==> src/rtl/nvme_queue_pkg.sv <==
// Shared types, doorbell FSM encoding and doorbell address helper for nvme_queue_ctrl.
package nvme_queue_pkg;

    localparam logic [31:0] DB_BASE_DEFAULT = 32'h0000_1000;

    typedef logic [3:0]  qid_t;   // holds any queue id up to 16 queue pairs
    typedef logic [15:0] ptr_t;   // NVMe queue pointers never exceed 16 bits

    typedef enum logic {
        DB_IDLE,
        DB_WRITE
    } db_state_e;

    // Doorbells are laid out SQ0 tail, CQ0 head, SQ1 tail, ... each (4 << dstrd) bytes apart.
    function automatic logic [31:0] db_offset(input qid_t q, input logic is_cq, input int unsigned dstrd);
        return {27'd0, q, is_cq} << (2 + dstrd);
    endfunction

endpackage

==> src/rtl/nvme_rr_arbiter.sv <==
// Rotating-priority arbiter: the requester at or after the pointer wins; pointer moves on advance.
module nvme_rr_arbiter #(
    parameter int unsigned N = 2,
    localparam int unsigned IW = (N > 1) ? $clog2(N) : 1
) (
    input  logic          clk,
    input  logic          rst_n,
    input  logic [N-1:0]  req,
    input  logic          advance,
    output logic [N-1:0]  grant,
    output logic [IW-1:0] idx
);

    logic [IW-1:0] ptr;
    logic [IW-1:0] cand;

    // NOTE: every always_comb output gets a default first so no path leaves a latch behind.
    always_comb begin
        grant = '0;
        idx   = '0;
        cand  = '0;
        // Scan downwards so the candidate closest to the pointer is written last and wins.
        for (int i = N - 1; i >= 0; i--) begin
            cand = IW'((32'(ptr) + 32'(i)) % N);
            if (req[cand]) begin
                idx         = cand;
                grant       = '0;
                grant[cand] = 1'b1;
            end
        end
    end

    always_ff @(posedge clk or negedge rst_n) begin
        if (!rst_n) begin
            ptr <= '0;
        end else if (advance) begin
            ptr <= (idx == IW'(N - 1)) ? '0 : idx + 1'b1;
        end
    end

endmodule

==> src/rtl/nvme_queue_ctrl.sv <==
// NVMe SQ/CQ pointer tracking with slot allocation and coalesced, one-at-a-time doorbell writes.
module nvme_queue_ctrl
    import nvme_queue_pkg::*;
#(
    parameter int unsigned NUM_Q   = 4,
    parameter int unsigned Q_DEPTH = 8,
    parameter logic [31:0] DB_BASE = DB_BASE_DEFAULT,
    parameter int unsigned DSTRD   = 0,
    localparam int unsigned QW = (NUM_Q > 1) ? $clog2(NUM_Q) : 1,
    localparam int unsigned PW = $clog2(Q_DEPTH)
) (
    input  logic                  axi_aclk,
    input  logic                  axi_aresetn,
    input  logic                  alloc_valid,
    input  logic [QW-1:0]         alloc_qid,
    output logic                  alloc_ready,
    output logic [PW-1:0]         alloc_slot,
    input  logic                  cpl_valid,
    input  logic [QW-1:0]         cpl_qid,
    input  logic [PW-1:0]         cpl_sqhd,
    output logic                  cpl_ready,
    output logic [NUM_Q-1:0]      cq_phase,
    output logic [NUM_Q*PW-1:0]   cq_head,
    output logic                  pcie_write,
    output logic [31:0]           pcie_waddr,
    output logic [31:0]           pcie_wdata,
    input  logic                  pcie_wdone,
    input  logic                  pcie_werror,
    output logic [NUM_Q-1:0]      db_error
);

    localparam int unsigned NR = 2 * NUM_Q;
    localparam int unsigned IW = $clog2(NR);

    logic [PW-1:0]    sq_tail   [NUM_Q];
    logic [PW-1:0]    sq_head   [NUM_Q];
    logic [PW-1:0]    cq_head_r [NUM_Q];
    logic [NUM_Q-1:0] phase_r, sq_pend, cq_pend, err_r, full;
    logic [NR-1:0]    req, grant;
    logic [IW-1:0]    win_idx;
    logic [QW-1:0]    win_q, cur_q;
    logic             latch_en, alloc_ok, cpl_ok;
    logic [31:0]      waddr_r, wdata_r;
    db_state_e        state, state_nxt;

    // full compares against the registered head, so a same-cycle completion cannot free a slot early.
    always_comb begin
        full = '0;
        req  = '0;
        for (int q = 0; q < NUM_Q; q++) begin
            full[q]      = (PW'(sq_tail[q] + 1'b1) == sq_head[q]);
            req[2*q]     = sq_pend[q];
            req[2*q + 1] = cq_pend[q];
            cq_head[q*PW +: PW] = cq_head_r[q];
        end
    end

    assign alloc_ok    = alloc_valid && (32'(alloc_qid) < NUM_Q);
    assign cpl_ok      = cpl_valid && (32'(cpl_qid) < NUM_Q);
    assign alloc_ready = alloc_ok && !full[alloc_qid];
    assign alloc_slot  = sq_tail[alloc_qid];
    assign cpl_ready   = axi_aresetn;
    assign cq_phase    = phase_r;
    assign db_error    = err_r;
    assign win_q       = QW'(win_idx >> 1);

    nvme_rr_arbiter #(.N(NR)) u_arb (
        .clk     (axi_aclk),
        .rst_n   (axi_aresetn),
        .req     (req),
        .advance (latch_en),
        .grant   (grant),
        .idx     (win_idx)
    );

    // NOTE: sequential state uses non-blocking assignments so every flop samples pre-edge values.
    always_ff @(posedge axi_aclk or negedge axi_aresetn) begin
        if (!axi_aresetn) state <= DB_IDLE;
        else              state <= state_nxt;
    end

    always_comb begin
        state_nxt = state;
        latch_en  = 1'b0;
        case (state)
            DB_IDLE: begin
                if (|req) begin
                    latch_en  = 1'b1;
                    state_nxt = DB_WRITE;
                end
            end
            DB_WRITE: if (pcie_wdone) state_nxt = DB_IDLE;
            default:  state_nxt = DB_IDLE;
        endcase
    end

    assign pcie_write = (state == DB_WRITE);
    assign pcie_waddr = waddr_r;
    assign pcie_wdata = wdata_r;

    always_ff @(posedge axi_aclk or negedge axi_aresetn) begin
        if (!axi_aresetn) begin
            waddr_r <= '0;
            wdata_r <= '0;
            cur_q   <= '0;
        end else if (latch_en) begin
            waddr_r <= DB_BASE + db_offset(qid_t'(win_q), win_idx[0], DSTRD);
            wdata_r <= {16'd0, ptr_t'(win_idx[0] ? cq_head_r[win_q] : sq_tail[win_q])};
            cur_q   <= win_q;
        end
    end

    always_ff @(posedge axi_aclk or negedge axi_aresetn) begin
        if (!axi_aresetn) begin
            // NOTE: the pointer arrays are a handful of flops, not RAM, and must come out of reset at 0.
            for (int q = 0; q < NUM_Q; q++) begin
                sq_tail[q]   <= '0;
                sq_head[q]   <= '0;
                cq_head_r[q] <= '0;
            end
            phase_r <= '1;
            sq_pend <= '0;
            cq_pend <= '0;
            err_r   <= '0;
        end else begin
            for (int q = 0; q < NUM_Q; q++) begin
                if (latch_en && grant[2*q])     sq_pend[q] <= 1'b0;
                if (latch_en && grant[2*q + 1]) cq_pend[q] <= 1'b0;
            end
            // Sets come after the clears so an update racing the latch keeps its doorbell pending.
            if (alloc_ready) begin
                sq_tail[alloc_qid] <= sq_tail[alloc_qid] + 1'b1;
                sq_pend[alloc_qid] <= 1'b1;
            end
            if (cpl_ok) begin
                sq_head[cpl_qid]   <= cpl_sqhd;
                cq_head_r[cpl_qid] <= cq_head_r[cpl_qid] + 1'b1;
                if (cq_head_r[cpl_qid] == PW'(Q_DEPTH - 1)) phase_r[cpl_qid] <= ~phase_r[cpl_qid];
                cq_pend[cpl_qid]   <= 1'b1;
            end
            if (state == DB_WRITE && pcie_wdone && pcie_werror) err_r[cur_q] <= 1'b1;
        end
    end

endmodule
==> config.mk <==
export PLATFORM = sky130hd
export DESIGN_NAME = nvme_queue_ctrl
export DESIGN_NICKNAME = d
export VERILOG_FILES = /design/src/rtl/nvme_queue_pkg.sv /design/src/rtl/nvme_rr_arbiter.sv /design/src/rtl/nvme_queue_ctrl.sv
export SDC_FILE = /design/constraint.sdc
export NUM_CORES = 1
export LEC_CHECK = 0
export BUFFER_PORTS_ARGS = -buffer_cell sky130_fd_sc_hd__buf_4
export CAP_MARGIN = 30
export CELL_PAD_IN_SITES_DETAIL_PLACEMENT = 0
export CELL_PAD_IN_SITES_GLOBAL_PLACEMENT = 2
export CORE_MARGIN = 2
export CORE_UTILIZATION = 25
export CTS_CLUSTER_DIAMETER = 120
export CTS_CLUSTER_SIZE = 8
export DETAILED_ROUTE_END_ITERATION = 12
export PLACE_DENSITY_LB_ADDON = 0.1
export SETUP_SLACK_MARGIN = 0.02
export SYNTH_ARGS = -nofsm -noshare
export SYNTH_HDL_FRONTEND = slang
export SYNTH_HIERARCHICAL = 1
export SYNTH_SLANG_ARGS = --single-unit
export TNS_END_PERCENT = 10
==> constraint.sdc <==
create_clock -name axi_aclk -period 7.35 [get_ports axi_aclk]
set_clock_uncertainty 0.15 [all_clocks]
set_input_delay 1.1025 -clock axi_aclk [delete_from_list [all_inputs] [get_ports axi_aclk]]
set_output_delay 1.1025 -clock axi_aclk [all_outputs]
set_load 0.01 [all_outputs]
; Word-level counts from Yosys, hierarchy flattened
; Cells that the tools add are included.
[totals]
ff_bits = 106
output_inout_bits = 90
in_bits = 13
[classes]
order_cmp = 27
addsub = 15
n_eq_ne = 6
muxes = 94
reduce_logical = 27
n_bitwise = 8
[ops]
columns = operator, n
row1 = 8-bit two-way mux, 8
row2 = 3-bit two-way mux, 20
row3 = 12-bit bitwise mux, 3
row4 = 3-bit by 4-bit less-than comparator with 1-bit output (second input constant), 8
row5 = 1-bit two-way mux, 32
row6 = 3-bit by 1-bit adder with 3-bit output (second input constant), 8
row7 = 1-bit binary-select mux with 3-bit select, 8
row8 = 3-bit binary-select mux with 2-bit select, 4
row9 = 1-bit demux with 3-bit select, 8
row10 = 3-bit by 1-bit >= comparator with 1-bit output (second input constant), 8
row11 = 1-bit logical AND, 24
row12 = 13-bit by 5-bit adder with 14-bit output (first input constant), 1
row13 = 3-bit adder (second input constant), 4
row14 = 3-bit demux with 2-bit select, 2
row15 = 3-bit == test, 4
row16 = 4-bit OR, 3
row17 = 3-bit >= comparator (second input constant), 3
row18 = 2-bit by 3-bit less-than comparator with 1-bit output (second input constant), 3
row19 = 2-bit inverter with 3-bit output, 3
row20 = 4-bit two-way mux, 2
row21 = 8-bit OR reduction, 1
row22 = 3-bit by 2-bit adder with 3-bit output (second input constant), 2
row23 = 1-bit demux with 2-bit select, 3
row24 = 3-bit == test (second input constant), 2
row25 = other kinds (8), 13

; Depth between registers and ports, before layout
[depth]
word_depth = 17
ltp_mapped = 18

; Cells and area by module
; Netlist, hierarchy kept.
[by_module_without_submodules]
columns = mod, instances, area_per_inst_um2, seq_area_each_um2, cells_each
row1 = nvme_queue_ctrl, 1, 3404.5, 1506.4, 279
row2 = nvme_rr_arbiter, 1, 1761.7, 75.1, 229

; Worst setup path after synthesis
; OpenSTA, ideal clock, no wires.
[synth_timing]
path_kind = register to register
start = register u_arb.ptr[0]
end = register u_arb.ptr[0]
required_ns = 7.078
path_stages_with_launch = 17
setup_ns = 0.122
arrival_ns = 4.089
slack_ns = 2.989
n_path_buf = 4
path_cell_list = dfrtp_1 buf_6 buf_12 clkbuf_1 clkinv_1 ha_1 buf_2 mux4_2 mux2_2 and3_1 o41a_1 o21ai_1 ha_1 ha_1 inv_1 a21bo_1 a32o_1
[synth_between]
elab_chain_cells = 13
[synth_rtl]
columns = item, line
row1 = from (decl), nvme_rr_arbiter.sv:14  ; logic [IW-1:0] ptr;
row2 = from (signal assigned), nvme_rr_arbiter.sv:37  ; ptr <= (idx == IW'(N - 1)) ? '0 : idx + 1'b1;
row3 = 3-bit adder, nvme_rr_arbiter.sv:24  ; cand = IW'((32'(ptr) + 32'(i)) % N);
row4 = 1-bit binary-select mux with 3-bit select, nvme_rr_arbiter.sv:25  ; if (req[cand]) begin
row5 = 1-bit two-way mux (not written as such), nvme_rr_arbiter.sv:25
row6 = 3-bit two-way mux (7 in series), nvme_rr_arbiter.sv:25
row7 = 3-bit two-way mux (*), nvme_rr_arbiter.sv:25
row8 = via win_idx[1], nvme_queue_ctrl.sv:40  ; logic [IW-1:0] win_idx;
row9 = 3-bit == test (*), nvme_rr_arbiter.sv:37
row10 = 3-bit two-way mux (*), nvme_rr_arbiter.sv:37
; Mark *: on every way through the listed nets, which the timed path passes. The rest lies on a longest branch. The select of a mux whose other input is x is not followed.
; A chain may end at the register's enable or synchronous reset.

; Worst setup path after layout
[layout_timing]
start = register u_arb.ptr[1]
end = register wdata_r[2], in the netlist pcie_wdata[2]
[layout_lines]
columns = item, line
row1 = 3-bit adder, nvme_rr_arbiter.sv:24
row2 = 1-bit binary-select mux with 3-bit select, nvme_rr_arbiter.sv:25
row3 = 1-bit two-way mux (not written as such), nvme_rr_arbiter.sv:25
row4 = 3-bit two-way mux (7 in series), nvme_rr_arbiter.sv:25
row5 = 3-bit two-way mux (*), nvme_rr_arbiter.sv:25
row6 = via win_idx[0], nvme_queue_ctrl.sv:40
row7 = 3-bit two-way mux (*), nvme_queue_ctrl.sv:108  ; wdata_r <= {16'd0, ptr_t'(win_idx[0] ? cq_head_r[win_q] : sq_tail[win_q])};
row8 = to (signal assigned), nvme_queue_ctrl.sv:108
row9 = to (decl), nvme_queue_ctrl.sv:43  ; logic [31:0] waddr_r, wdata_r;
; Marked as above.

==> results_dict.tcl <==
set metrics [dict create \
    run_status "finished clean" \
    diodes 0 \
    clk_lat_worst_skew_ns 0.32 \
    syn-instance-count 508 \
    critical-path-max-stage-delay_ns 0.81 \
    tritoncts.num_buffers 9 \
    floorplan.die.width_microns 147.8 \
    synth-async-reset-ratio_pct 100.0 \
    timing_worst_slew_pin_value_ns 0.9618 \
    groute.usage.overall_pct 14.59 \
    post_drt_via_cell_ratio 4.884 \
    mappedNetlistArea_sq_um 5166 \
    report.final.hold_viol_count 0 \
    synth-edff-count 0 \
    worstPathMaxFanout 18 \
    synth-xor-area-share_pct 4.117 \
    num_io_pins 103 \
    worst-endpoint-arrival_ns 5.40 \
    share_of_layout_cells_above_drive_strength_1_pct 25.41 \
    cpLargestDelayFamily "multiplexers" \
    cts.sink_count 63 \
    post-cts-setup-buffer-count 0 \
    first_global_vias 3983 \
    rsz_0062_raised_after_global_routing "no" \
    chipHeight_microns 147.8 \
    cp-end-kind "flip-flop" \
    clockBufferDepth 2 \
    clock.fmax_ghz 0.1872 \
    yosysSeqAreaShare_pct 30.61 \
    yosys_register_bits 63 \
    synthToLayoutAreaGrowth_pct 12.62 \
    fin_hold_ws_ns 0.3049 \
    initial_utilization_pct 25.53 \
    placementRows 52 \
    post_synthesis_share_of_cell_area_spent_on_full_adders_half_adders_and_majority_gates_pct 3.633 \
    crit_path_time_final_ns 5.342 \
    ys.flop_type "dfrtp_1" \
    antenna_found_initial 0 \
    finalMaxSlewViolations 0 \
    hold_fix_buffers_at_cts 0 \
    crit_slowest_cell "ha_1" \
    grt_start_max_net_pins 64 \
    first_pass_grt_wire_length_mm 24.57 \
    wirelength_mm 15.81 \
    dp_hpwl_mm 11.81 \
    required_time_of_the_critical_path_ns 7.40 \
    synth_top_family_by_area "multiplexers" \
    slew_headroom_pct 35.60 \
    postSynthAreaPerCell_sq_um 10.17 \
    drtPass1Iterations 5 \
    timing.setup.tns_ns 0 \
    gp_congestion 0.8200 \
    final_nets 571 \
    cts_repair_resize_count 0 \
    clock_transition_at_path_regs_ns 0.05 \
    min_path_type "flip-flop to flip-flop" \
    critical_path_class "flip-flop to flip-flop" \
    critPathBufInv 1 \
    grt_overflow_total 0 \
    timing.max_cap.violations 0 \
    drt-initial-drc-count 210 \
    cts.htree.levels 3 \
    portBuffers 45 \
    post-route-period-util_pct 72.69 \
    cpMostUsedCell "mux2i_1" \
    design.core.area_sq_um 20230 \
    yosys.cell_types.count 69 \
    synth-compound-area-share_pct 15.19 \
    report.final.setup_viol 0 \
    drt_drc_violations_left 0 \
    cp_cell_sequence "clkinv_1 -> ha_1 -> mux4_2 -> mux2i_1 -> o21a_1 -> o21ai_1 -> mux2i_1 -> mux4_1 -> mux2i_1 -> a21oi_1" \
    yosys_warnings 6 \
    num_vias 3990 \
    die_area_sq_um 21830 \
    drt.antenna.violating_nets 0 \
    crit_path_start_kind "flip-flop" \
    clk_root_buffer_cell "clkbuf_16" \
    synth.area.mux_share_pct 23.52 \
    cts_tree "built" \
    routed_wire_length_per_instance_microns 19.35 \
    synth_simple_gate_area_share_pct 10.58 \
]
-- final cells by class --
class                           instances  area (sq um)
Clock buffer                           12         256.5
Clock inverter                          3         42.54
Fill cell                            2116         14420
Inverter                               15         56.30
Multi-Input combinational cell        403          3161
Sequential cell                        63          1582
Tap cell                              270         337.8
Timing Repair Buffer                   51         382.9
-- logic make-up after synthesis --
| group | Yosys count |
|---|---|
| compound gates | 119 |
| flops | 63 |
| other cells | 1 |
| mux | 83 |
| fa+ha+maj | 15 |
| xor+xnor | 17 |
| simple gates | 112 |
| buf+inv | 98 |
-- metrics by stage --
step                utilization, %  instance area [sq um]  setup WS [ns]  instances
floorplan                        -                   5376          2.989        564
global placement             27.28                   5519          2.272        802
detailed placement           27.28                   5519          2.059        802
CTS                          28.75                   5818          2.048        817
global route                 28.75                   5818          1.481        817
finish                       28.75                   5818          2.008        817
-- per-layer routing --
metal	track usage (%)	vias to the layer above	share of wire, %
li1	-	1842	-
met4	4.327	0	1.5
met5	0	-	0
met3	1.790	18	4.3
met2	23.37	147	48
met1	20.68	1983	46
-- Yosys cell counts, types with 12 or more instances --
library cell / instances / area (sq um)
nand2_1: 41 / 153.9
mux2_2: 42 / 473.0
buf_4: 59 / 442.9
mux4_2: 17 / 382.9
a21oi_1: 22 / 110.1
o21ai_0: 32 / 160.2
inv_1: 12 / 45.04
ha_1: 15 / 187.7
dfrtp_1: 59 / 1476
mux2i_1: 15 / 150.1
nor2_1: 22 / 82.58
clkbuf_1: 15 / 56.30
-- cell usage in the layout (no fill, tap or decap), types with 4 or more instances in the layout --
| cell | instances |
|---|---|
| inv_1 | 12 |
| mux4_2 | 17 |
| a21oi_1 | 22 |
| a211oi_1 | 5 |
| and2_1 | 5 |
| xnor2_1 | 5 |
| conb_1 | 57 |
| o22ai_1 | 7 |
| dfstp_2 | 4 |
| mux4_1 | 6 |
| o221ai_1 | 5 |
| clkbuf_16 | 9 |
| a21o_1 | 8 |
| o211ai_1 | 7 |
| nand2_1 | 41 |
| o31ai_1 | 5 |
| buf_4 | 51 |
| nand4_1 | 4 |
| nand2b_1 | 6 |
| mux2i_1 | 15 |
| xor2_1 | 7 |
| dfrtp_1 | 59 |
| nor3_1 | 6 |
| nor2_1 | 22 |
| ha_1 | 15 |
| o21ai_0 | 32 |
| nand3_1 | 11 |
| mux2_2 | 42 |
-- final timing paths --
path                       slack [ns]    startpoint            end  cells past startpoint
min in group asynchronous        0.83   axi_aresetn    sq_head[11]                      2
hold / removal                   0.30   db_error[2]    db_error[2]                      1
setup / recovery                 2.01  u_arb/ptr[1]  pcie_wdata[2]                     10
hold reg to reg                  0.30   db_error[2]    db_error[2]                      1
max in group asynchronous        5.67   axi_aresetn     cq_pend[1]                      2
setup reg to reg                 2.01  u_arb/ptr[1]  pcie_wdata[2]                     10
-- state kept, by name (all words and copies together) (netlist names) --
signal      count
cq_head        12
cq_pend         4
cq_phase        4
cur_q           1
db_error        4
pcie_waddr      3
pcie_wdata      3
pcie_write      1
sq_head        12
sq_pend         4
sq_tail        12
u_arb/ptr       3
Power is not shown: default switching activity piles up to over one toggle a cycle in this logic, so the estimate is an artifact.
